### src/rtl/result_collector_pkg.sv
// Shared types, defaults and the signature helper for the result collector.
package result_collector_pkg;

  localparam int unsigned DATA_W_DEF = 20;
  localparam int unsigned CNT_W_DEF  = 16;

  typedef enum logic [1:0] {
    EMPTY   = 2'd0,
    PARTIAL = 2'd1,
    FULL    = 2'd2
  } occ_state_e;

  // Rotate left by one, then fold in the new word.
  function automatic logic [DATA_W_DEF-1:0] sig_next(
    input logic [DATA_W_DEF-1:0] sig,
    input logic [DATA_W_DEF-1:0] data
  );
    return {sig[DATA_W_DEF-2:0], sig[DATA_W_DEF-1]} ^ data;
  endfunction

endpackage

### src/rtl/result_collector_if.sv
// Valid/ready handshake bundle for the collector input and output streams.
interface result_collector_if #(
  parameter int unsigned DATA_W = 20
);
  logic              in_valid;
  logic              in_ready;
  logic [DATA_W-1:0] in_data;
  logic              out_valid;
  logic              out_ready;
  logic [DATA_W-1:0] out_data;

  modport master (
    output in_valid, in_data, out_ready,
    input  in_ready, out_valid, out_data
  );

  modport slave (
    input  in_valid, in_data, out_ready,
    output in_ready, out_valid, out_data
  );
endinterface

### src/rtl/result_collector_fifo.sv
// Small FIFO with level-tracked occupancy FSM; pointers wrap naturally.
module collector_fifo
  import result_collector_pkg::*;
#(
  parameter int unsigned DATA_W = DATA_W_DEF,
  parameter int unsigned DEPTH  = 4
) (
  input  logic                   clk,
  input  logic                   rst,
  input  logic                   in_valid,
  output logic                   in_ready,
  input  logic [DATA_W-1:0]      in_data,
  output logic                   out_valid,
  input  logic                   out_ready,
  output logic [DATA_W-1:0]      out_data,
  output logic [$clog2(DEPTH):0] level,
  output logic                   accept
);
  localparam int unsigned PW = $clog2(DEPTH);
  localparam int unsigned LW = PW + 1;

  occ_state_e        state, state_next;
  logic [LW-1:0]     level_next;
  logic [PW-1:0]     wr_ptr, rd_ptr;
  logic [DATA_W-1:0] mem [DEPTH];
  logic              pop;

  // Handshake outputs come only from registered state.
  assign in_ready  = (state != FULL);
  assign out_valid = (state != EMPTY);
  assign accept    = in_valid && in_ready;
  assign pop       = out_valid && out_ready;
  assign out_data  = mem[rd_ptr];

  always_comb begin
    state_next = state;
    level_next = level;
    unique case (state)
      EMPTY: begin
        if (accept) begin
          level_next = LW'(1);
          state_next = PARTIAL;
        end
      end
      PARTIAL: begin
        if (accept && !pop) begin
          level_next = level + LW'(1);
          if (level_next == LW'(DEPTH)) state_next = FULL;
        end else if (pop && !accept) begin
          level_next = level - LW'(1);
          if (level_next == '0) state_next = EMPTY;
        end
      end
      FULL: begin
        if (pop) begin
          level_next = LW'(DEPTH - 1);
          state_next = PARTIAL;
        end
      end
      default: begin
        level_next = '0;
        state_next = EMPTY;
      end
    endcase
  end

  always_ff @(posedge clk) begin
    if (rst) begin
      state  <= EMPTY;
      level  <= '0;
      wr_ptr <= '0;
      rd_ptr <= '0;
    end else begin
      state <= state_next;
      level <= level_next;
      if (accept) wr_ptr <= wr_ptr + PW'(1);
      if (pop)    rd_ptr <= rd_ptr + PW'(1);
    end
  end

  always_ff @(posedge clk) begin
    if (accept && !rst) mem[wr_ptr] <= in_data;
  end

endmodule

### src/rtl/result_collector.sv
// Output stage: buffers datapath words and keeps a rotate-XOR signature and saturating count.
module result_collector
  import result_collector_pkg::*;
#(
  parameter int unsigned DATA_W = DATA_W_DEF,
  parameter int unsigned DEPTH  = 4,
  parameter int unsigned CNT_W  = CNT_W_DEF
) (
  input  logic                   clk,
  input  logic                   rst,
  result_collector_if.slave      bus,
  input  logic                   clear,
  output logic [DATA_W-1:0]      sig,
  output logic [CNT_W-1:0]       count,
  output logic [$clog2(DEPTH):0] level
);
  logic              accept;
  logic [DATA_W-1:0] sig_upd;

  collector_fifo #(
    .DATA_W(DATA_W),
    .DEPTH (DEPTH)
  ) u_fifo (
    .clk      (clk),
    .rst      (rst),
    .in_valid (bus.in_valid),
    .in_ready (bus.in_ready),
    .in_data  (bus.in_data),
    .out_valid(bus.out_valid),
    .out_ready(bus.out_ready),
    .out_data (bus.out_data),
    .level    (level),
    .accept   (accept)
  );

  // The package helper is fixed at the default width; other widths rotate inline.
  if (DATA_W == DATA_W_DEF) begin : g_sig_pkg
    assign sig_upd = sig_next(sig, bus.in_data);
  end else begin : g_sig_inline
    assign sig_upd = {sig[DATA_W-2:0], sig[DATA_W-1]} ^ bus.in_data;
  end

  always_ff @(posedge clk) begin
    if (rst) begin
      sig   <= '0;
      count <= '0;
    end else if (clear) begin
      sig   <= accept ? bus.in_data : '0;
      count <= accept ? CNT_W'(1) : '0;
    end else if (accept) begin
      sig <= sig_upd;
      if (count != '1) count <= count + CNT_W'(1);
    end
  end

endmodule

### src/flat_wrapper.sv
// flat-port wrapper written by rule: the top's interface ports become plain ports
module result_collector_flat import result_collector_pkg::*;
#(
  parameter int unsigned DATA_W = DATA_W_DEF,
  parameter int unsigned DEPTH  = 4,
  parameter int unsigned CNT_W  = CNT_W_DEF
)
  (clk, rst, clear, sig, count, level, bus_in_valid, bus_in_data, bus_out_ready, bus_in_ready, bus_out_valid, bus_out_data);
  result_collector_if #(.DATA_W(DATA_W)) bus_i ();
  input  logic clk;
  input  logic rst;
  input  logic clear;
  output logic [DATA_W-1:0] sig;
  output logic [CNT_W-1:0] count;
  output logic [$clog2(DEPTH):0] level;
  input wire logic [$bits(bus_i.in_valid)-1:0] bus_in_valid;
  input wire logic [$bits(bus_i.in_data)-1:0] bus_in_data;
  input wire logic [$bits(bus_i.out_ready)-1:0] bus_out_ready;
  output wire logic [$bits(bus_i.in_ready)-1:0] bus_in_ready;
  output wire logic [$bits(bus_i.out_valid)-1:0] bus_out_valid;
  output wire logic [$bits(bus_i.out_data)-1:0] bus_out_data;
  assign bus_i.in_valid = bus_in_valid;
  assign bus_i.in_data = bus_in_data;
  assign bus_i.out_ready = bus_out_ready;
  assign bus_in_ready = bus_i.in_ready;
  assign bus_out_valid = bus_i.out_valid;
  assign bus_out_data = bus_i.out_data;
  result_collector #(.DATA_W(DATA_W), .DEPTH(DEPTH), .CNT_W(CNT_W)) u_core (.clk(clk), .rst(rst), .bus(bus_i), .clear(clear), .sig(sig), .count(count), .level(level));
endmodule
### config.mk
export PLATFORM = sky130hd
export DESIGN_NAME = result_collector_flat
export DESIGN_NICKNAME = d
export VERILOG_FILES = /design/src/rtl/result_collector_pkg.sv /design/src/rtl/result_collector_if.sv /design/src/rtl/result_collector_fifo.sv /design/src/rtl/result_collector.sv /design/src/flat_wrapper.sv
export SDC_FILE = /design/constraint.sdc
export NUM_CORES = 1
export LEC_CHECK = 0
export ABC_CLOCK_PERIOD_IN_PS = 2420
export BUFFER_PORTS_ARGS = -buffer_cell sky130_fd_sc_hd__buf_2
export CAP_MARGIN = 20
export CORE_MARGIN = 3
export CORE_UTILIZATION = 57
export DETAILED_ROUTE_END_ITERATION = 8
export PLACE_DENSITY = 0.92
export SLEW_MARGIN = 20
export SYNTH_ARGS = -nofsm -noshare
export SYNTH_HDL_FRONTEND = slang
export SYNTH_HIERARCHICAL = 1
export SYNTH_SLANG_ARGS = --single-unit
### constraint.sdc
create_clock -name clk -period 2.42 [get_ports clk]
set_clock_uncertainty 0.15 [all_clocks]
set_input_delay 0.363 -clock clk [delete_from_list [all_inputs] [get_ports clk]]
set_output_delay 0.363 -clock clk [all_outputs]
set_load 0.02 [all_outputs]
Word level (Yosys, flattened, before mapping)
Memory sizes are Yosys's and may differ from the RTL's. A register that Yosys moved wholly into a read port is not among the register bits. Cells that the tools add are included. W data, S select, Z words.

$add $sub $neg: 5. Equal/unequal tests: 10. Multiplexer cells: 23. Bitwise logic cells: 1. Reductions and logical operators: 16.

Operators with widths (number): $mux W20 (3); $mux W16 (3); $xor A20 B20 Y20 (1); $add A16 B1 Y16 const B (1); $mux W2 (8); $ne A16 B16 Y1 const B (1); $mux W3 (4); $ne A3 B3 Y1 const B (3); $pmux W3 S3 (1); $pmux W2 S3 (1); $reduce_bool A2 Y1 (3); $logic_and A1 B1 Y1 (5); $reduce_and A5 Y1 (1); $add A2 B1 Y2 const B (2); $ne A2 B2 Y1 const B (2); $add A3 B1 Y3 const B (1); $eq A3 B3 Y1 const B (1); $logic_not A1 Y1 (3); $logic_not A3 Y1 (1); $mux W1 (3); $reduce_and A3 Y1 (1); $sub A3 B1 Y3 const B (1); $eq A2 B1 Y1 const B (1); $eq A2 B2 Y1 const B (1); 3 further kinds (3).

Bits in registers: 45. RAM bits: 80. Bits of input ports: 25. Output and inout bits: 61. Logic and storage cells: 62. Memories kept: 1.

Memory list: u_core.u_fifo.mem (words 4, bits a word 20, read ports 1, clocked after Yosys merged registers in 1, write ports 1, line result_collector_fifo.sv:25) `logic [DATA_W-1:0] mem [DEPTH];`.

Depth between registers and ports, before layout
Depth in word-level cells: 7. Mapped depth: 10. Gate-level depth less buffers: 9.

Cells and area by module
Netlist, hierarchy kept.

Modules (own cells, without submodules): collector_fifo (times used 1, cells each 188, area an instance 3565.9 sq um, sequential area each 2622.5 sq um); result_collector (times used 1, cells each 255, area an instance 2016.9 sq um, sequential area each 720.7 sq um).

Worst setup path before layout
OpenSTA, ideal clock, no wires.

Path type: register to register. Start point: register u_core.u_fifo.state[0]. End point: register u_core.count[9]. Library setup time: 116 ps. Arrival time: 1970 ps. Required time: 2154 ps. Path slack: 184 ps. Stages on the path, launching flop included: 10. Cell sequence: dfxtp_1 -> nor2b_2 -> inv_2 -> nand2_2 -> inv_1 -> clkbuf_1 -> nand4_1 -> nor3_1 -> a31oi_1 -> a41o_2.

Longest elaborated chain between the ends: 4.

Ends and longest elaborated chain: from (decl) (line result_collector_fifo.sv:22) `occ_state_e state, state_next;`; from (signal assigned) (line result_collector_fifo.sv:74) `state <= state_next;`; $ne A2 B2 Y1 (line result_collector_fifo.sv:29) `assign in_ready = (state != FULL);`; named net bus_in_ready (line flat_wrapper.sv:19) `output wire logic [$bits(bus_i.in_ready)-1:0] bus_in_ready;`; $logic_and A1 B1 Y1 (line result_collector_fifo.sv:31) `assign accept = in_valid && in_ready;`; named net u_core.accept (line result_collector.sv:17) `logic accept;`; $reduce_bool A2 Y1 (no line); $reduce_and A2 Y1 (no line); to (signal assigned) (line result_collector.sv:49) `count <= accept ? CNT_W'(1) : '0;`; to (signal assigned) (line result_collector.sv:52) `if (count != '1) count <= count + CNT_W'(1);`; to (decl) (line result_collector.sv:14) `output logic [CNT_W-1:0] count,`.

The timed path passes the listed nets, and every way through them passes these cells. A chain may end at the register's enable or synchronous reset.

==> results.py <==
metrics = {
    "outcome": {
        "status": "complete, no violations",
    },
    "power_and_ir_drop": {
        "p_switching_mw": 1.401,
        "p_leak_nw": 2.597,
        "seqPwrFrac": 0.425,
        "power_mw": 5.707,
        "netSwitchingFraction": 0.2454,
        "p_per_area_nw_per_um2": 811.7,
        "pwr-share-clk": 0.471,
        "ir_drop_mv": 0.5977,
        "internal_power_mw": 4.306,
        "combPwrFrac": 0.104,
    },
    "worst_setup_path": {
        "cp.required_ns": 1.91,
        "reg2reg_to": "u_core/u_fifo/level[0]",
        "critPathCapture": "bus_out_data[17]",
        "r2r_start": "u_core/u_fifo/state[1]",
        "worstSetupPathType": "reg -> out",
        "ff2ff_setup_slack_ns": 0.17,
        "end_kind": "primary output",
        "cp_max_fo": 20,
        "r2r_cells": 9,
        "worstPathArrival_ns": 1.82,
        "startpoint_type": "register",
    },
    "logic_synthesis": {
        "synth_top_area_share": 0.4303,
        "synth.net_count": 478,
        "synthArstFlopShare": 0,
        "synth_edf_count": 80,
        "synth.area.top_cells": "edfxtp_1, dfxtp_1, mux4_2",
        "ys_ff_latch": 127,
        "synth-main-ff-cell": "edfxtp_1",
        "syn_area_per_cell_sq_um": 12.60,
        "synth.cell_area_sq_um": 5583,
        "synth-seq-area-share": 0.5988,
        "synth.distinct_cells": 54,
        "yosysWarnings": 6,
        "synth_largest_area_cell": "edfxtp_1",
        "syn_inst": 443,
    },
    "finish": {
        "drive_gt1_frac": 0.2914,
        "fin_nets": 595,
        "antenna_cells": 0,
        "syn_to_final_growth_pct": 25.93,
    },
    "global_routing": {
        "track_usage": 0.2752,
        "grt_pass1_wl_microns": 23360,
        "grt_overflow": 0,
        "antenna_found_initial": 0,
        "grt_pass1_vias": 4447,
        "grt_max_degree": 30,
    },
    "floorplan": {
        "die-area_sq_um": 11020,
        "chipHeight_microns": 105.0,
        "core_area_sq_um": 9371,
        "initial_core_util": 0.5957,
        "dieWidth_microns": 105.0,
        "ios": 86,
        "rows": 35,
    },
    "clocking": {
        "cts_root_buf": "clkbuf_8",
        "htreeDepth": 4,
        "insertion_delay_ns": 0.52,
        "cts-buffers-inserted": 17,
        "clock-sinks": 127,
        "cts_buffer_depth": 2,
        "path_clk_slew_ns": 0.06,
        "cts_tree": "done",
    },
    "min_path": {
        "hp-start": "bus_in_valid",
        "whs_path_depth": 3,
        "worstHoldPathType": "in -> reg",
    },
    "route": {
        "vias": 4351,
        "ant_nets": 0,
        "routed_wl_microns": 15020,
        "firstDrtPassIters": 5,
        "drt_iter0_markers": 427,
        "wl_per_cell_microns": 21.39,
        "viasPerCell": 6.198,
        "drc": 0,
    },
    "timing": {
        "whs_ns": 0.06311,
        "setup_tns_ns": 0,
        "min_period_over_period": 0.9641,
        "setup_viol": 0,
        "rsz0062_at_grt": "false",
        "hold_viol": 0,
        "tightest_slew_ns": 0.3961,
        "max_freq_mhz": 428.6,
        "period_needed_ns": 2.333,
        "maxSlewHeadroom": 0.7359,
        "slew_violations": 0,
    },
    "placement": {
        "io_buffers": 85,
        "place_hpwl_microns": 8357,
        "place.gp.congestion": 0.9112,
    },
    "job": {
        "cap_violations": 0,
    },
}
## per-layer routing
metal	share of wire	up-vias	track usage
met5	0	-	0
met4	0.030	0	0.1218
met3	0.088	49	0.06794
met2	0.51	284	0.4720
met1	0.37	2107	0.3282
li1	-	1911	-
## through the flow
step / setup slack, ns / utilization / instances / area [sq um]
after CTS: 0.02049 / 0.7478 / 700 / 7008
after global placement: 0.2273 / 0.6587 / 647 / 6173
final: 0.08692 / 0.7502 / 702 / 7030
after global routing: 0.03244 / 0.7502 / 702 / 7030
after floorplan: 0.1838 / - / 443 / 5583
after detailed placement: 0.09040 / 0.6587 / 647 / 6173
## placed cells by master (no fill, tap or decap), drive strengths merged, types with 2 or more instances in the layout
cell / instances
buf: 99
edfxtp: 80
dfxtp: 47
inv: 38
nand2: 31
o21ai: 24
dlygate4sd3: 21
mux4: 20
nor2b: 20
a21oi: 19
a2bb2oi: 18
o211ai: 18
clkbuf: 18
nor2: 15
nand3: 10
ha: 10
o31ai: 8
and2: 8
or4: 6
a211oi: 6
nor3: 5
and4: 5
nand4: 5
bufinv: 4
clkinvlp: 4
and3: 4
a31oi: 4
xnor2: 3
clkinv: 3
xor2: 2
or2: 2
or3: 2
## cells in the mapped netlist (all sizes together) (2+ instances only)
cell type and n:
and3 4, edfxtp 80, dfxtp 47, a211oi 6
and2 8, xor2 2, a31oi 4, o211ai 18
nor2b 20, buf 7, mux4 20, xnor2 3
nand3 10, nand4 5, clkbuf 16, nand2 31
and4 5, o21ai 24, o31ai 8, a2bb2oi 18
ha 10, or3 2, inv 34, a21oi 19
or4 6, nor3 5, or2 2, nor2 15
## registers in the layout (all words and copies together) (netlist names), named ones only
name                  flops
u_core/count             16
u_core/sig               20
u_core/u_fifo/level       3
u_core/u_fifo/mem        80
u_core/u_fifo/rd_ptr      2
u_core/u_fifo/state       2
u_core/u_fifo/wr_ptr      2
## kinds of logic (layout without fill, tap and decap cells)
kind of cell	count (synthesis)	in the layout	synth area share
compound gates	106	106	0.1304
xor+xnor	5	5	0.007845
fa+ha+maj	10	10	0.02241
buf+inv	57	187	0.04191
flops	127	127	0.5988
mux	21	21	0.08247
simple gates	117	117	0.1161
## power groups by stage
stage	sequential (mW)	combinational [mW]	clock, mW
6_report	2.42	0.592	2.69
5_1_grt	2.43	0.634	2.81
4_1_cts	2.42	0.579	2.70
3_5_place_dp	2.46	0.535	0
3_3_place_gp	2.46	0.517	0
2_1_floorplan	2.49	0.322	0
## worst min path at each step
stage,slack [ns],end
2_1_floorplan,0.28,u_core/sig[4]
4_1_cts,0.05,u_core/u_fifo/wr_ptr[1]
6_report,0.06,u_core/u_fifo/wr_ptr[1]
5_1_grt,0.1,u_core/u_fifo/wr_ptr[1]
3_3_place_gp,0.33,u_core/u_fifo/wr_ptr[1]
3_5_place_dp,0.34,u_core/count[15]
## critical path, stage by stage, from the launching register on
cell and delay (ns):
dfxtp_1 0.35, buf_12 0.21, mux4_2 0.54, buf_2 0.19
## timing repair
item	CTS	global route
buffers inserted	0	1
cloned	0	1
hold buffers	21	0
endpoints found under the hold margin	86	0
endpoints found under the setup margin	1	18
gates resized for setup	1	3
## layout make-up
type,instances,area (sq um)
inverter,34,135.1
multi-input combinational,259,2006
fill,567,2341
timing repair buffer,120,757.0
timing repair inverter,1,7.507
clock buffer,18,417.9
sequential,127,3343
tap,129,161.4
clock inverter,14,202.7
No activity file was read; power rests on OpenSTA's default activity.
